==> src/rtl/frame_readout_ctrl_pkg.sv <==
// Shared types and constants for the thermostat frame readout sequencer.
// Byte map of the decoded frame as presented by the frame multiplexer.
package frame_readout_ctrl_pkg;

    typedef enum logic [2:0] {
        ST_IDLE    = 3'd0,
        ST_HOLD    = 3'd1,
        ST_FETCH   = 3'd2,
        ST_PRESENT = 3'd3,
        ST_DONE    = 3'd4,
        ST_DRAIN   = 3'd5
    } state_e;

    localparam int FRAME_BYTES_DEFAULT   = 12;
    localparam int SETTLE_CYCLES_DEFAULT = 1;

    localparam logic [3:0] ADDR_ID0   = 4'd0;
    localparam logic [3:0] ADDR_ID1   = 4'd1;
    localparam logic [3:0] ADDR_ID2   = 4'd2;
    localparam logic [3:0] ADDR_ID3   = 4'd3;
    localparam logic [3:0] ADDR_ROOM0 = 4'd4;
    localparam logic [3:0] ADDR_ROOM1 = 4'd5;
    localparam logic [3:0] ADDR_SET0  = 4'd6;
    localparam logic [3:0] ADDR_SET1  = 4'd7;
    localparam logic [3:0] ADDR_STATE = 4'd8;
    localparam logic [3:0] ADDR_TAIL1 = 4'd9;
    localparam logic [3:0] ADDR_TAIL2 = 4'd10;
    localparam logic [3:0] ADDR_TAIL3 = 4'd11;

    function automatic logic [3:0] last_index(input int frame_bytes);
        last_index = 4'(frame_bytes - 1);
    endfunction

    // States during which the decoder must be frozen.
    function automatic logic is_readout_state(input state_e s);
        is_readout_state = (s == ST_HOLD) || (s == ST_FETCH) || (s == ST_PRESENT);
    endfunction

endpackage

==> src/rtl/frame_readout_ctrl_sat_counter8.sv <==
// 8-bit event counter that sticks at 255 instead of wrapping.
module sat_counter8 (
    input  logic       clock,
    input  logic       reset_n,
    input  logic       inc,
    output logic [7:0] count
);

    logic [7:0] count_q;
    logic [7:0] count_d;

    // Next count: increment unless already saturated.
    always_comb begin
        count_d = count_q;
        if (inc && (count_q != 8'hFF)) begin
            count_d = count_q + 8'd1;
        end else begin
            count_d = count_q;
        end
    end

    // Count register.
    always_ff @(posedge clock or negedge reset_n) begin
        if (!reset_n) begin
            count_q <= 8'd0;
        end else begin
            count_q <= count_d;
        end
    end

    assign count = count_q;

endmodule

==> src/rtl/frame_readout_ctrl.sv <==
// Reads a completed frame out of the byte multiplexer as a valid/ready stream,
// freezing the decoder during readout and pulsing frame_clear when done.
module frame_readout_ctrl
    import frame_readout_ctrl_pkg::*;
#(
    parameter int FRAME_BYTES   = FRAME_BYTES_DEFAULT,
    parameter int SETTLE_CYCLES = SETTLE_CYCLES_DEFAULT
) (
    input  logic       clock,
    input  logic       reset_n,
    input  logic       full,
    input  logic [7:0] mux_data,
    output logic [3:0] address,
    output logic       rx_enable,
    output logic [7:0] out_data,
    output logic       out_valid,
    input  logic       out_ready,
    output logic       frame_clear,
    output logic [7:0] dropped
);

    localparam logic [3:0] LAST_IDX    = last_index(FRAME_BYTES);
    localparam logic [3:0] SETTLE_INIT = 4'(SETTLE_CYCLES);

    state_e     state_q, state_d;
    logic [3:0] index_q, index_d;
    logic [3:0] settle_q, settle_d;
    logic [3:0] address_q, address_d;
    logic       rx_enable_q, rx_enable_d;
    logic [7:0] out_data_q, out_data_d;
    logic       out_valid_q, out_valid_d;
    logic       frame_clear_q, frame_clear_d;
    logic       full_q;
    logic       drop_inc_s;

    // Sequencer next-state, byte index and settle countdown.
    always_comb begin
        state_d     = state_q;
        index_d     = index_q;
        settle_d    = settle_q;
        out_data_d  = out_data_q;
        out_valid_d = out_valid_q;
        case (state_q)
            ST_IDLE: begin
                if (full) begin
                    state_d  = ST_HOLD;
                    index_d  = 4'd0;
                    settle_d = SETTLE_INIT;
                end else begin
                    state_d = ST_IDLE;
                end
            end
            ST_HOLD: begin
                if (settle_q <= 4'd1) begin
                    settle_d = 4'd0;
                    state_d  = ST_FETCH;
                end else begin
                    settle_d = settle_q - 4'd1;
                end
            end
            ST_FETCH: begin
                out_data_d  = mux_data;
                out_valid_d = 1'b1;
                state_d     = ST_PRESENT;
            end
            ST_PRESENT: begin
                if (out_ready) begin
                    out_valid_d = 1'b0;
                    if (index_q == LAST_IDX) begin
                        state_d = ST_DONE;
                    end else begin
                        index_d = index_q + 4'd1;
                        state_d = ST_FETCH;
                    end
                end else begin
                    state_d = ST_PRESENT;
                end
            end
            ST_DONE: begin
                state_d = ST_DRAIN;
            end
            ST_DRAIN: begin
                // Wait for the decoder to drop full so the same frame is not reread.
                if (!full) begin
                    state_d = ST_IDLE;
                end else begin
                    state_d = ST_DRAIN;
                end
            end
            default: begin
                state_d     = ST_IDLE;
                out_valid_d = 1'b0;
            end
        endcase
    end

    // Registered outputs derived from the state being entered.
    always_comb begin
        rx_enable_d   = !is_readout_state(state_d);
        frame_clear_d = (state_d == ST_DONE);
        if ((state_d == ST_FETCH) || (state_d == ST_PRESENT)) begin
            address_d = index_d;
        end else begin
            address_d = ADDR_ID0;
        end
    end

    assign drop_inc_s = full && !full_q && (state_q != ST_IDLE);

    // Sequencer and output registers.
    always_ff @(posedge clock or negedge reset_n) begin
        if (!reset_n) begin
            state_q       <= ST_IDLE;
            index_q       <= 4'd0;
            settle_q      <= 4'd0;
            address_q     <= 4'd0;
            rx_enable_q   <= 1'b1;
            out_data_q    <= 8'd0;
            out_valid_q   <= 1'b0;
            frame_clear_q <= 1'b0;
            full_q        <= 1'b0;
        end else begin
            state_q       <= state_d;
            index_q       <= index_d;
            settle_q      <= settle_d;
            address_q     <= address_d;
            rx_enable_q   <= rx_enable_d;
            out_data_q    <= out_data_d;
            out_valid_q   <= out_valid_d;
            frame_clear_q <= frame_clear_d;
            full_q        <= full;
        end
    end

    sat_counter8 u_dropped (
        .clock   (clock),
        .reset_n (reset_n),
        .inc     (drop_inc_s),
        .count   (dropped)
    );

    assign address     = address_q;
    assign rx_enable   = rx_enable_q;
    assign out_data    = out_data_q;
    assign out_valid   = out_valid_q;
    assign frame_clear = frame_clear_q;

endmodule

==> config.mk <==
export PLATFORM = sky130hd
export DESIGN_NAME = frame_readout_ctrl
export DESIGN_NICKNAME = d
export VERILOG_FILES = /design/src/rtl/frame_readout_ctrl_pkg.sv /design/src/rtl/frame_readout_ctrl_sat_counter8.sv /design/src/rtl/frame_readout_ctrl.sv
export SDC_FILE = /design/constraint.sdc
export NUM_CORES = 1
export LEC_CHECK = 0
export CAP_MARGIN = 20
export CELL_PAD_IN_SITES_DETAIL_PLACEMENT = 0
export CELL_PAD_IN_SITES_GLOBAL_PLACEMENT = 1
export CORE_MARGIN = 5
export CORE_UTILIZATION = 35
export DETAILED_ROUTE_END_ITERATION = 12
export GPL_TIMING_DRIVEN = 0
export PLACE_DENSITY = 0.78
export RECOVER_POWER = 100
export REMOVE_ABC_BUFFERS = 1
export SYNTH_ARGS = -nofsm -noshare
export SYNTH_HDL_FRONTEND = slang
export SYNTH_HIERARCHICAL = 1
export SYNTH_SLANG_ARGS = --single-unit
export TNS_END_PERCENT = 50
==> constraint.sdc <==
create_clock -name clock -period 1.77 [get_ports clock]
set_input_delay 0.354 -clock clock [delete_from_list [all_inputs] [get_ports clock]]
set_output_delay 0.354 -clock clock [all_outputs]
set_load 0.02 [all_outputs]
# Yosys cells after proc, flatten, opt, wreduce, memory -nomap -nowiden

Index checks and enable logic that the tools add are counted.

Register bits: 35
Latch bits: 0
Bits in writable memories: 0
Memory bits (read-only): 0
Input bits: 12
Output and inout port bits: 23
Memories kept: 0

$add $sub $neg: 3
$mul: 0
Div/mod/pow operators: 0
Order comparisons: 1
Eq/ne operators: 13
Shifts and indexed selects: 0
Mux-type cells: 16
Bitwise logic cells: 1
Reductions and logical operators: 14

Operators with widths:

| cell                  | number |
|---|---|
| $mux W4               | 6 |
| $pmux W3 S6           | 1 |
| $pmux W4 S2           | 2 |
| $eq A3 B2 Y1 const B  | 4 |
| $mux W3               | 4 |
| $eq A3 B3 Y1 const B  | 3 |
| $add A8 B1 Y8 const B | 1 |
| $ne A8 B8 Y1 const B  | 1 |
| $eq A3 B1 Y1 const B  | 2 |
| $add A4 B1 Y4 const B | 1 |
| $eq A4 B4 Y1 const B  | 1 |
| $le A4 B1 Y1 const B  | 1 |
| $ne A2 B2 Y1 const B  | 2 |
| $reduce_and A2 Y1     | 2 |
| $reduce_or A4 Y1      | 1 |
| $sub A4 B1 Y4 const B | 1 |
| $logic_and A1 B1 Y1   | 3 |
| $logic_not A3 Y1      | 1 |
| $logic_or A1 B1 Y1    | 3 |
| $pmux W1 S3           | 1 |
| $reduce_bool A3 Y1    | 1 |
| $logic_not A1 Y1      | 2 |
| $mux W1               | 2 |
| $reduce_bool A2 Y1    | 1 |
| $not A1 Y1            | 1 |

# Logic depth before layout (Yosys ltp)

Word-level depth: 8
Gate-level depth with buffers: 6
Depth with buffers taken out: 6

# Cells and area by module

The synthesis kept the hierarchy.

By module, submodules not included:

| module             | instances | cells an instance | area each (um2) | sequential area each (um2) |
|---|---|---|---|---|
| frame_readout_ctrl | 1         | 99                | 1188.6          | 676.9 |
| sat_counter8       | 1         | 34                | 407.9           | 200.2 |

# Worst setup path before layout

No wires, ideal clock.

Kind: register -> register
Start: reg state_q[2]
End: reg u_dropped.count_q[5] (netlist: u_dropped/count[5])
Data arrival time: 1.545 ns
Required time: 1.645 ns
Path slack: 0.100 ns
Cell stages (with the launch flop): 7
Buffers on the path: 1
Period minus slack after synthesis: 1.670 ns
Path through: dfrtp_1 > buf_2 > nor2_1 > a21oi_1 > and4_4 > nand3_2 > mux2_4

Cells in the longest elaborated chain, start to end: 3

Ends and longest elaborated chain:

| item                   | RTL line                              | RTL |
|---|---|---|
| start, declared        | frame_readout_ctrl.sv:25              | `state_e state_q, state_d;` |
| start signal, assigned | frame_readout_ctrl.sv:123             | `state_q <= state_d;` |
| $reduce_bool A3 Y1     | frame_readout_ctrl.sv:108             | `assign drop_inc_s = full && !full_q && (state_q != ST_IDLE);` |
| $logic_and A1 B1 Y1    | frame_readout_ctrl.sv:108             |  |
| via drop_inc_s         | frame_readout_ctrl.sv:34              | `logic drop_inc_s;` |
| $logic_and A1 B1 Y1    | frame_readout_ctrl_sat_counter8.sv:15 | `if (inc && (count_q != 8'hFF)) begin` |
| end signal, assigned   | frame_readout_ctrl_sat_counter8.sv:27 | `count_q <= count_d;` |
| end, declared          | frame_readout_ctrl_sat_counter8.sv:9  | `logic [7:0] count_q;` |

The timed path passes the listed nets, and every way through them passes these cells.
A chain may end at the register's enable or synchronous reset.

# Worst setup path after layout

Start: reg settle_q[0]
End: reg address_q[3] (netlist: address[3])

Cells in the longest elaborated chain, start to end: 6
Elaborated cells between the ends (all ways): 7
Classes of those cells: order compare (1); eq/ne (2); mux (3); reduce/logical (1)

Ends and longest elaborated chain:

| item                   | RTL line                  | RTL |
|---|---|---|
| start, declared        | frame_readout_ctrl.sv:27  | `logic [3:0] settle_q, settle_d;` |
| start signal, assigned | frame_readout_ctrl.sv:125 | `settle_q <= settle_d;` |
| $le A4 B1 Y1 (*)       | frame_readout_ctrl.sv:54  | `if (settle_q <= 4'd1) begin` |
| $mux W3 (*)            | frame_readout_ctrl.sv:54  |  |
| $pmux W3 S6 (*)        | frame_readout_ctrl.sv:43  | `case (state_q)` |
| via state_d[1]         | frame_readout_ctrl.sv:25  |  |
| $eq A3 B2 Y1           | frame_readout_ctrl.sv:101 | `if ((state_d == ST_FETCH) \|\| (state_d == ST_PRESENT)) begin` |
| $logic_or A1 B1 Y1 (*) | frame_readout_ctrl.sv:101 |  |
| $mux W4 (*)            | frame_readout_ctrl.sv:101 |  |
| via address_d[3]       | frame_readout_ctrl.sv:28  | `logic [3:0] address_q, address_d;` |
| end signal, assigned   | frame_readout_ctrl.sv:126 | `address_q <= address_d;` |
| end, declared          | frame_readout_ctrl.sv:28  |  |

The timed path passes the listed nets; every way through them passes the cells marked *.

==> reports/qor.yml <==
status: "finished clean"
power_density_nw_per_um2: 1780
whs_ns: 0.168
syn_inst: 133
fmax_mhz: 574
rsz0062_at_grt: "yes"
row_count: 24
firstDrtPassIters: 5
grt_max_degree: 36
multiInputGateArea_um2: 683
path_class: "register to register"
dp_hpwl_mm: 2.37
drv_slew: 0
drive_above_1_share: 0.168
hold_class: "primary input to asynchronous set/reset pin"
leakagePower_nw: 0.912
design.die.area_um2: 6010
yosysWarnings: 6
cts_root_buf: "clkbuf_8"
grt_use_total: 0.120
fin_tns_setup_ns: 0
routed_via_density: 5.21
wire_per_inst_um: 15.2
fin_cells: 225
numClockSinks: 35
crit_path_max_fanout: 6
period_share: 0.985
ctsHtreeMaxLevel: 2
cap_violations: 0
die_y_um: 77.5
syn_area_per_cell_um2: 12.0
clk_latency_ns: 0.28
crit_start: "settle_q[0]$_DFFE_PN0P_"
worstPathRequired_ns: 1.99
cts_buffer_depth: 2
fin_crit_ns: 1.74
grt_pass1_vias: 1239
place_congestion: 0.754
coreArea_um2: 4380
hold_viol_final: 0
setup.worst_path.end_class: "register"
ir_drop_uv: 679
routed_wl_mm: 3.42
layout.nets: 188
crit_path_start_kind: "register"
setup_viol: 0
cts_tree: "done"
ios: 35
area_growth_pct: 28.9
cts_buffers: 5
grt_overflow_total: 0
path_clk_slew_ns: 0.07
ys_types: 49
yosys_register_bits: 35
drc_errors: 0
via_count: 1173
synth_seq_area_share: 0.549
diodes: 0
drtIter0Drc: 71
seq_area_um2: 881
r2r_start: "settle_q[0]$_DFFE_PN0P_"
netlist_area_um2: 1600
tightest_slew_ns: 0.857
place_inst: 216
ant_nets: 0
fin_skew_ns: 0.00586
start_util: 0.364
timing.slew.headroom: 0.428
fill_cells: 412
grt_pass1_wl_mm: 5.95
worstPathArrival_ns: 1.97
antenna_found_initial: 0
io_buffers: 34
die_w_um: 77.5
==> flip-flops by register name, indices dropped and copies added, names as in the netlist <==
name and count:
out_data 8, u_dropped/count 8, address 4, index_q 4, settle_q 4, state_q 3, frame_clear 1, full_q 1
out_valid 1, rx_enable 1
==> critical path, stage by stage, from the launching register on <==
cell	delay [ns]
dfrtp_1	0.42
inv_1	0.09
ha_2	0.19
or2_4	0.14
a31oi_1	0.09
nor3_1	0.54
and2_1	0.22
==> power breakdown <==
part	internal (mW)	leakage, nW	switching (mW)
Sequential	1.14	0.423	0.301
Clock	0.314	0.0482	0.274
Combinational	0.789	0.441	0.837
==> cell type report <==
type	instances	area share
Sequential cell	35	0.428
Multi-Input combinational cell	90	0.332
Timing Repair Buffer	35	0.155
Clock buffer	7	0.0419
Tap cell	52	0.0316
Inverter	5	0.00912
Clock inverter	1	0.00243
==> worst paths after layout <==
| path | endpoint | slack (ns) | cells after the start |
|---|---|---|---|
| max reg2reg | address[3]$_DFF_PN0_ | 0.03 | 6 |
| min | address[2]$_DFF_PN0_ | 0.17 | 1 |
| min in group clock | full_q$_DFF_PN0_ | 0.43 | 1 |
| max | address[3]$_DFF_PN0_ | 0.03 | 6 |
| max in group asynchronous | state_q[1]$_DFF_PN0_ | 1.01 | 1 |
| min reg2reg | out_data[4]$_DFFE_PN0P_ | 0.50 | 1 |
==> cell families (layout without fill, tap and decap cells) <==
| logic type | count (synthesis) | count (layout) | share of synthesized area |
|---|---|---|---|
| flops | 35 | 35 | 0.549 |
| xor+xnor | 3 | 3 | 0.0165 |
| mux | 12 | 12 | 0.0854 |
| fa+ha+maj | 4 | 4 | 0.0313 |
| compound gates | 30 | 30 | 0.141 |
| buf+inv | 8 | 48 | 0.0227 |
| simple gates | 41 | 41 | 0.154 |
==> Yosys cell counts, drive strengths merged <==
master   number  area [um^2]
dfstp         1         26.3
a21o          2         15.0
and4b         1         10.0
o21bai        2         15.0
or2b          1         7.51
a21boi        2         15.0
and2          4         25.0
and4          1         11.3
a31o          1         8.76
mux2         10          116
xnor2         2         17.5
xor2          1         8.76
o211ai        1         7.51
buf           3         17.5
or4b          1         13.8
o311a         1         10.0
a32o          1         10.0
ha            4         50.1
nand3b        1         7.51
nor3          4         20.0
o22ai         1         6.26
and2b         1         7.51
a2111o        1         11.3
nand4         2         12.5
a21oi         3         15.0
nor2          8         30.0
nand2         7         26.3
a41oi         2         17.5
a22o          1         8.76
inv           5         18.8
a31oi         4         25.0
o21a          1         7.51
o21ai         5         28.8
a311oi        1         15.0
mux2i         2         20.0
nor3b         2         20.0
and3          2         17.5
nand3         5         30.0
or2           1         6.26
a2bb2oi       1         8.76
dfrtp        34          851
==> metal layers <==
| metal | GRT usage | part of all wire | wire (um) | vias up |
|---|---|---|---|---|
| met2 | 0.185 | 0.45 | 1550 | 46 |
| met1 | 0.155 | 0.47 | 1590 | 555 |
| met5 | 0 | 0 | 0 | - |
| met3 | 0.0498 | 0.072 | 246 | 4 |
| li1 | - | - | - | 568 |
| met4 | 0.0361 | 0.0079 | 27 | 0 |
==> cell usage in the layout, fill, tap and decap left out, types with 3 or more instances in the layout <==
cell type	instances
clkbuf_1	4
nor3_1	4
o21ai_0	5
clkbuf_8	6
nor2_1	8
dfrtp_2	3
dlygate4sd3_1	14
clkdlybuf4s50_1	12
dlygate4sd2_1	4
and2_1	4
inv_1	4
dfrtp_1	31
nand2_1	7
ha_1	3
a31oi_1	4
mux2_2	7
nand3_1	5
==> stage by stage <==
step / utilization / instance area [um^2] / total power [mW] / setup slack [ns]
CTS: 0.476 / 2090 / 3.80 / 0.00546
finish: 0.469 / 2060 / 3.66 / 0.0269
detailed placement: 0.451 / 1980 / 3.16 / -0.588
floorplan: - / 1580 / 2.45 / 0.0942
global placement: 0.453 / 1980 / 3.09 / -0.582
global route: 0.469 / 2060 / 3.93 / -0.0474
==> timing repair <==
action | in CTS | in global routing
setup endpoints to repair | 15 | 19
pin swaps | 2 | 1
gates resized for setup | 9 | 8
setup buffers | 0 | 1
hold buffers | 0 | 0
Power figures use the tool's default switching activity.
